### src/rtl/lsu_ctrl_if.sv
// Load/store unit bus bundle: pipeline request side plus data-memory side.
// master: the LSU itself. slave: the surrounding pipeline/memory environment.
interface lsu_ctrl_if;
  // Pipeline request (EX/MEM register)
  logic        mem_req;
  logic        is_store;
  logic [2:0]  funct3;
  logic [31:0] addr;
  logic [31:0] st_data;
  // Data memory bus
  logic        dm_cs;
  logic        dm_wr;
  logic [31:0] dm_addr;
  logic [3:0]  dm_mask;
  logic [31:0] dm_wdata;
  logic        dm_valid;
  logic [31:0] dm_rdata;
  // Pipeline response
  logic        lsu_stall;
  logic        done;
  logic [31:0] load_data;
  logic        lsu_err;
  logic [1:0]  err_code;

  modport master (
    input  mem_req, is_store, funct3, addr, st_data, dm_valid, dm_rdata,
    output dm_cs, dm_wr, dm_addr, dm_mask, dm_wdata,
           lsu_stall, done, load_data, lsu_err, err_code
  );

  modport slave (
    output mem_req, is_store, funct3, addr, st_data, dm_valid, dm_rdata,
    input  dm_cs, dm_wr, dm_addr, dm_mask, dm_wdata,
           lsu_stall, done, load_data, lsu_err, err_code
  );
endinterface

### src/rtl/lsu_ctrl.sv
// MEM-stage load/store unit in front of a word-addressed data memory.
// Aligns/replicates store data, extracts and extends load data, stalls the
// pipeline until the memory answers, times out, or a fault is detected.
// Optional feature macro: MISALIGN_TRAP_EN (trap misaligned H/W accesses with
// code 01 instead of forcing the offset down).
module lsu_ctrl #(
  parameter int WORD_ADDR_W    = 10,
  parameter int TIMEOUT_CYCLES = 16
) (
  input  logic       clk,
  input  logic       rst,
  lsu_ctrl_if.master bus
);

  localparam int CNT_W = $clog2(TIMEOUT_CYCLES + 1);

  typedef enum logic [1:0] {IDLE, REQ, RESP} state_t;

  state_t                 state_q, state_d;
  logic [CNT_W-1:0]       cnt_q, cnt_d;
  logic [1:0]             err_q, err_d;
  logic [31:0]            load_q, load_d;

  logic                   store_q;
  logic [2:0]             f3_q;
  logic [WORD_ADDR_W+1:0] addr_q;
  logic [31:0]            sdata_q;

  logic                   bad_f3, out_rng, misal;
  logic [1:0]             fault;
  logic [1:0]             off_eff;

  function automatic logic [3:0] lane_mask(input logic [2:0] f3, input logic [1:0] off);
    case (f3[1:0])
      2'b00:   return 4'b0001 << off;
      2'b01:   return off[1] ? 4'b1100 : 4'b0011;
      default: return 4'b1111;
    endcase
  endfunction

  function automatic logic [31:0] lane_wdata(input logic [2:0] f3, input logic [31:0] d);
    case (f3[1:0])
      2'b00:   return {4{d[7:0]}};
      2'b01:   return {2{d[15:0]}};
      default: return d;
    endcase
  endfunction

  function automatic logic [31:0] load_ext(input logic [2:0] f3, input logic [1:0] off,
                                           input logic [31:0] w);
    logic [31:0] sh;
    logic [7:0]  b;
    logic [15:0] h;
    sh = w >> {off, 3'b000};
    b  = sh[7:0];
    h  = off[1] ? w[31:16] : w[15:0];
    case (f3)
      3'b000:  return {{24{b[7]}}, b};
      3'b100:  return {24'b0, b};
      3'b001:  return {{16{h[15]}}, h};
      3'b101:  return {16'b0, h};
      default: return w;
    endcase
  endfunction

  // Fault classification of the incoming request
  always_comb begin
    bad_f3  = 1'b0;
    case (bus.funct3)
      3'b000, 3'b001, 3'b010: bad_f3 = 1'b0;
      3'b100, 3'b101:         bad_f3 = bus.is_store;
      default:                bad_f3 = 1'b1;
    endcase
    out_rng = |bus.addr[31:WORD_ADDR_W+2];
`ifdef MISALIGN_TRAP_EN
    misal   = ((bus.funct3[1:0] == 2'b01) && bus.addr[0]) ||
              ((bus.funct3[1:0] == 2'b10) && (bus.addr[1:0] != 2'b00));
`else
    misal   = 1'b0;
`endif
    if (bad_f3 || out_rng) fault = 2'b10;
    else if (misal)        fault = 2'b01;
    else                   fault = 2'b00;
  end

  // Effective lane offset: halfwords and words are forced to their natural boundary
  always_comb begin
    case (f3_q[1:0])
      2'b00:   off_eff = addr_q[1:0];
      2'b01:   off_eff = {addr_q[1], 1'b0};
      default: off_eff = 2'b00;
    endcase
  end

  // Request capture when a new access is accepted
  always_ff @(posedge clk) begin
    if (state_q == IDLE && bus.mem_req) begin
      store_q <= bus.is_store;
      f3_q    <= bus.funct3;
      addr_q  <= bus.addr[WORD_ADDR_W+1:0];
      sdata_q <= bus.st_data;
    end
  end

  // Control state register
  always_ff @(posedge clk or negedge rst) begin
    if (!rst) begin
      state_q <= IDLE;
      cnt_q   <= '0;
      err_q   <= 2'b00;
      load_q  <= '0;
    end else begin
      state_q <= state_d;
      cnt_q   <= cnt_d;
      err_q   <= err_d;
      load_q  <= load_d;
    end
  end

  // Next-state and memory/pipeline outputs
  always_comb begin
    state_d       = state_q;
    cnt_d         = cnt_q;
    err_d         = err_q;
    load_d        = load_q;
    bus.dm_cs     = 1'b1;
    bus.dm_wr     = 1'b1;
    bus.dm_addr   = '0;
    bus.dm_mask   = 4'b0000;
    bus.dm_wdata  = '0;
    bus.lsu_stall = 1'b0;
    case (state_q)
      IDLE: begin
        cnt_d = '0;
        if (bus.mem_req) begin
          bus.lsu_stall = 1'b1;
          err_d         = fault;
          state_d       = (fault == 2'b00) ? REQ : RESP;
        end
      end
      REQ: begin
        bus.lsu_stall = 1'b1;
        bus.dm_cs     = 1'b0;
        bus.dm_wr     = ~store_q;
        bus.dm_addr   = 32'(addr_q[WORD_ADDR_W+1:2]);
        if (store_q) begin
          bus.dm_mask  = lane_mask(f3_q, off_eff);
          bus.dm_wdata = lane_wdata(f3_q, sdata_q);
        end
        if (bus.dm_valid) begin
          if (!store_q) load_d = load_ext(f3_q, off_eff, bus.dm_rdata);
          cnt_d   = '0;
          state_d = RESP;
        end else if (cnt_q == CNT_W'(TIMEOUT_CYCLES - 1)) begin
          err_d   = 2'b11;
          cnt_d   = '0;
          state_d = RESP;
        end else begin
          cnt_d = cnt_q + CNT_W'(1);
        end
      end
      RESP:    state_d = IDLE;
      default: state_d = IDLE;
    endcase
  end

  assign bus.done      = (state_q == RESP);
  assign bus.lsu_err   = (state_q == RESP) && (err_q != 2'b00);
  assign bus.err_code  = err_q;
  assign bus.load_data = load_q;

endmodule

### src/flat_wrapper.sv
// flat-port wrapper written by rule: the top's interface ports become plain ports
module lsu_ctrl_flat 
#(
  parameter int WORD_ADDR_W    = 10,
  parameter int TIMEOUT_CYCLES = 16
)
  (clk, rst, bus_mem_req, bus_is_store, bus_funct3, bus_addr, bus_st_data, bus_dm_valid, bus_dm_rdata, bus_dm_cs, bus_dm_wr, bus_dm_addr, bus_dm_mask, bus_dm_wdata, bus_lsu_stall, bus_done, bus_load_data, bus_lsu_err, bus_err_code);
  lsu_ctrl_if bus_i ();
  input  logic clk;
  input  logic rst;
  input wire logic [$bits(bus_i.mem_req)-1:0] bus_mem_req;
  input wire logic [$bits(bus_i.is_store)-1:0] bus_is_store;
  input wire logic [$bits(bus_i.funct3)-1:0] bus_funct3;
  input wire logic [$bits(bus_i.addr)-1:0] bus_addr;
  input wire logic [$bits(bus_i.st_data)-1:0] bus_st_data;
  input wire logic [$bits(bus_i.dm_valid)-1:0] bus_dm_valid;
  input wire logic [$bits(bus_i.dm_rdata)-1:0] bus_dm_rdata;
  output wire logic [$bits(bus_i.dm_cs)-1:0] bus_dm_cs;
  output wire logic [$bits(bus_i.dm_wr)-1:0] bus_dm_wr;
  output wire logic [$bits(bus_i.dm_addr)-1:0] bus_dm_addr;
  output wire logic [$bits(bus_i.dm_mask)-1:0] bus_dm_mask;
  output wire logic [$bits(bus_i.dm_wdata)-1:0] bus_dm_wdata;
  output wire logic [$bits(bus_i.lsu_stall)-1:0] bus_lsu_stall;
  output wire logic [$bits(bus_i.done)-1:0] bus_done;
  output wire logic [$bits(bus_i.load_data)-1:0] bus_load_data;
  output wire logic [$bits(bus_i.lsu_err)-1:0] bus_lsu_err;
  output wire logic [$bits(bus_i.err_code)-1:0] bus_err_code;
  assign bus_i.mem_req = bus_mem_req;
  assign bus_i.is_store = bus_is_store;
  assign bus_i.funct3 = bus_funct3;
  assign bus_i.addr = bus_addr;
  assign bus_i.st_data = bus_st_data;
  assign bus_i.dm_valid = bus_dm_valid;
  assign bus_i.dm_rdata = bus_dm_rdata;
  assign bus_dm_cs = bus_i.dm_cs;
  assign bus_dm_wr = bus_i.dm_wr;
  assign bus_dm_addr = bus_i.dm_addr;
  assign bus_dm_mask = bus_i.dm_mask;
  assign bus_dm_wdata = bus_i.dm_wdata;
  assign bus_lsu_stall = bus_i.lsu_stall;
  assign bus_done = bus_i.done;
  assign bus_load_data = bus_i.load_data;
  assign bus_lsu_err = bus_i.lsu_err;
  assign bus_err_code = bus_i.err_code;
  lsu_ctrl #(.WORD_ADDR_W(WORD_ADDR_W), .TIMEOUT_CYCLES(TIMEOUT_CYCLES)) u_core (.clk(clk), .rst(rst), .bus(bus_i));
endmodule
### config.mk
export PLATFORM = sky130hd
export DESIGN_NAME = lsu_ctrl_flat
export DESIGN_NICKNAME = d
export VERILOG_FILES = /design/src/rtl/lsu_ctrl_if.sv /design/src/rtl/lsu_ctrl.sv /design/src/flat_wrapper.sv
export SDC_FILE = /design/constraint.sdc
export NUM_CORES = 1
export LEC_CHECK = 0
export ABC_AREA = 1
export BUFFER_PORTS_ARGS = -buffer_cell sky130_fd_sc_hd__buf_2
export CAP_MARGIN = 0
export CORE_UTILIZATION = 43
export CTS_BUF_LIST = sky130_fd_sc_hd__clkbuf_4 sky130_fd_sc_hd__clkbuf_8 sky130_fd_sc_hd__clkbuf_16
export CTS_CLUSTER_DIAMETER = 80
export DETAILED_ROUTE_END_ITERATION = 12
export PLACE_DENSITY = 0.74
export SYNTH_ARGS = -nofsm -noshare
export SYNTH_HDL_FRONTEND = slang
export SYNTH_SLANG_ARGS = --single-unit
### constraint.sdc
create_clock -name clk -period 2.1 [get_ports clk]
set_input_delay 0.105 -clock clk [delete_from_list [all_inputs] [get_ports clk]]
set_output_delay 0.105 -clock clk [all_outputs]
set_load 0.03 [all_outputs]
==> flow_metrics.py <==
metrics = {
    "worst_setup_path": {
        "reg2reg_slack_ns": 0.38,
        "crit-reg2reg-launch": "u_core.state_q[1]",
        "path_cells": "inv_2, nand2_4, nor2_2, buf_4, o21ai_0, nor2_1, buf_2",
        "reg2reg_to": "u_core.bus.load_data[25]",
        "critPathCaptureType": "output pin",
        "worstPathBufferInverterCount": 3,
        "critical-path-top-delay-family": "buffers and inverters",
        "arrival_ns": 1.91,
        "cpMaxStageDelayCell": "dfrtp_2",
        "startpoint_type": "flip-flop",
        "critPathKind": "reg -> out",
        "required_ns": 2.00,
        "max_stage_delay_ns": 0.45,
        "cp_max_fo": 15,
        "worst_r2r_path_depth": 8,
    },
    "logic_synthesis": {
        "synth.most_common_cell": "nor2_1",
        "synth_ff_type": "edfxtp_1",
        "ys_types": 36,
        "yosysWarnings": 0,
        "synthTopCellsByCount": "nor2_1, nand2_1, inv_1",
        "synth_area_leaders": "edfxtp_1, dfrtp_1, nor2_1",
        "syn_avg_cell_area_um2": 8.64,
        "syn_inst": 536,
        "synth-edff-count": 48,
        "synth_area_um2": 4630,
        "synth_top_cell_by_area": "edfxtp_1",
        "ys_seq_area_frac": 0.533,
        "async_flop_share": 0.461,
        "yosys_register_bits": 89,
        "yosysTopAreaCellShare": 0.311,
    },
    "final_layout": {
        "fin_util": 0.606,
        "drive_gt1_frac": 0.309,
        "area_delta_synth_final_pct": 35.8,
        "nets": 873,
        "diodes": 0,
        "fin_area_um2": 6290,
    },
    "detailed_routing": {
        "drt-initial-drc-count": 242,
        "drc": 0,
        "num_vias": 4475,
        "viasPerCell": 4.92,
        "routed_wl_um": 13700,
        "first_pass_iters": 5,
        "avgRoutedWirePerCell_um": 15.0,
        "drt.antenna.violating_nets": 0,
    },
    "sta": {
        "setup_viol": 0,
        "slew_viol_final": 0,
        "finClkSkew_ns": 0.0140,
        "finalCriticalPeriod_ns": 2.01,
        "hold_viol": 0,
        "fin_crit_sh": 0.958,
        "rsz0062_at_grt": "no",
        "setup_tns_ns": 0,
        "slew_headroom": 0.367,
        "max_freq_ghz": 0.497,
        "worst_slew_pin_slew_ns": 0.949,
    },
    "floorplanning": {
        "coreArea_um2": 10400,
        "start_util": 0.446,
        "pin_count": 211,
        "die_h_um": 106,
        "rows": 37,
        "die_w_um": 106,
        "die_area_um2": 11200,
    },
    "global_route": {
        "grt_pass1_wl_um": 21400,
        "antenna_found_initial": 2,
        "grt_start_max_net_pins": 43,
        "grt_overflow": 0,
        "grt_usage": 0.248,
        "grt_pass1_vias": 4399,
    },
    "min_path": {
        "whs_path_depth": 5,
        "hold_path_end": "u_core.bus.load_data[21]",
        "hp-class": "in -> reg",
        "hold_start": "bus_dm_rdata[21]",
    },
    "place": {
        "port_buffers": 188,
        "gp_congestion": 0.924,
        "placedInstanceArea_um2": 5580,
        "dp_hpwl_um": 9500,
    },
    "clock_tree": {
        "clk_latency_ns": 0.37,
        "cts_tree": "yes",
        "cts_root_buffer": "clkbuf_8",
        "clock_sinks": 89,
        "numCtsBuffers": 9,
        "cts_buffer_depth": 2,
        "clk_pin_slew_worst_paths_ns": 0.09,
        "cts-htree-levels": 3,
    },
    "outcome": {
        "status": "finished clean",
    },
    "pwr": {
        "p_per_area_nw_per_um2": 599,
        "p_leak_nw": 3.30,
        "ir_drop_v": 0.000520,
    },
    "run": {
        "maxCapViolCount": 0,
    },
}
## metrics by stage
step	total power, mW	hold WS [ns]	std cells	worst slack, ns
global placement	2.58	0.281	843	0.395
global route	3.91	0.111	909	0.000352
CTS	3.78	0.0733	909	0.0583
detailed placement	2.59	0.283	843	0.398
finish	3.77	0.0891	909	0.0876
floorplan	2.39	-0.191	557	0.0317
## logic make-up after synthesis
logic type                 after synthesis  synth area share
xor gates and xnor gates                 3           0.00568
AOI/OAI and AO/OA                       91             0.105
adders and majority gates                1           0.00270
DFF                                     89             0.533
and+or+nand+nor                        236             0.229
other                                    1          0.000810
buffers and inverters                  115             0.124
## report_power, final
part	internal (mW)	switching, mW	total, mW
logic	0.242	0.396	0.638
registers	1.95	0.0527	2.00
clock network	0.453	0.678	1.13
total	2.64	1.13	3.77
## flip-flops by register name, summed over array words and instances, names as in the netlist
| name | count |
|---|---|
| u_core.bus.load_data | 32 |
| u_core.sdata_q | 32 |
| u_core.addr_q | 12 |
| u_core.cnt_q | 5 |
| u_core.f3_q | 3 |
| u_core.bus.err_code | 2 |
| u_core.state_q | 2 |
| u_core.store_q | 1 |
## tightest hold or removal path, stage by stage
cell	delay [ns]
buf_2	0.09
a21oi_1	0.07
nand3_1	0.08
nand2_1	0.05
inv_1	0.04
## area by class of cell
| type | count | area, um2 |
|---|---|---|
| clock buffer | 9 | 124 |
| clock inverter | 7 | 61.3 |
| fill | 883 | 4080 |
| inverter | 69 | 262 |
| multi-input combinational | 353 | 1680 |
| sequential | 89 | 2470 |
| tap | 136 | 170 |
| timing repair buffer | 246 | 1520 |
## worst max path at each step
stage | end | slack, ns | depth (start not counted) | from
after floorplan | u_core.addr_q[0] | 0.03 | 3 | u_core.state_q[0]
after global placement | u_core.bus.load_data[25] | 0.40 | 8 | u_core.state_q[1]
after detailed placement | u_core.bus.load_data[25] | 0.40 | 8 | u_core.state_q[1]
after CTS | bus_dm_wdata[15] | 0.06 | 7 | u_core.state_q[1]
after global routing | bus_dm_mask[2] | 0.0004 | 7 | u_core.state_q[1]
final | bus_dm_mask[1] | 0.09 | 7 | u_core.state_q[1]
## cells in the final DEF (no fill, tap or decap), types with 2 or more instances in the layout
master / Yosys / routed
a21oi_1: 36 / 36
buf_2: 9 / 184
buf_4: 26 / 11
clkbuf_8: 0 / 9
clkinv_4: 0 / 2
conb_1: 1 / 22
dfrtp_1: 41 / 40
dlygate4sd3_1: 0 / 50
edfxtp_1: 48 / 48
inv_1: 64 / 63
inv_2: 4 / 5
inv_8: 0 / 2
nand2_1: 77 / 77
nand2_2: 2 / 2
nand3_1: 40 / 40
nand3_2: 2 / 2
nand4_1: 2 / 2
nor2_1: 85 / 85
nor2_2: 2 / 2
nor3_1: 5 / 3
nor3_2: 0 / 2
o211ai_1: 6 / 6
o21ai_0: 34 / 33
o21ai_1: 3 / 4
o22ai_1: 10 / 10
or2_1: 9 / 9
or2_2: 7 / 7
xor2_1: 2 / 2
## metal layers
metal  routed length, um  GRT usage  vias up
li1                    -          -     2162
met1                5400      0.290     2048
met2                6820      0.425      221
met3                 991     0.0563       42
met4                 449      0.130        2
met5                   8          0        -
## repair_timing
action | CTS | global route
setup buffers | 0 | 0
hold endpoints to repair | 90 | 0
hold buffers | 50 | 0
gates resized for setup | 0 | 11
endpoints found under the setup margin | 0 | 7
Note: power is estimated with default switching activity, not from simulation.
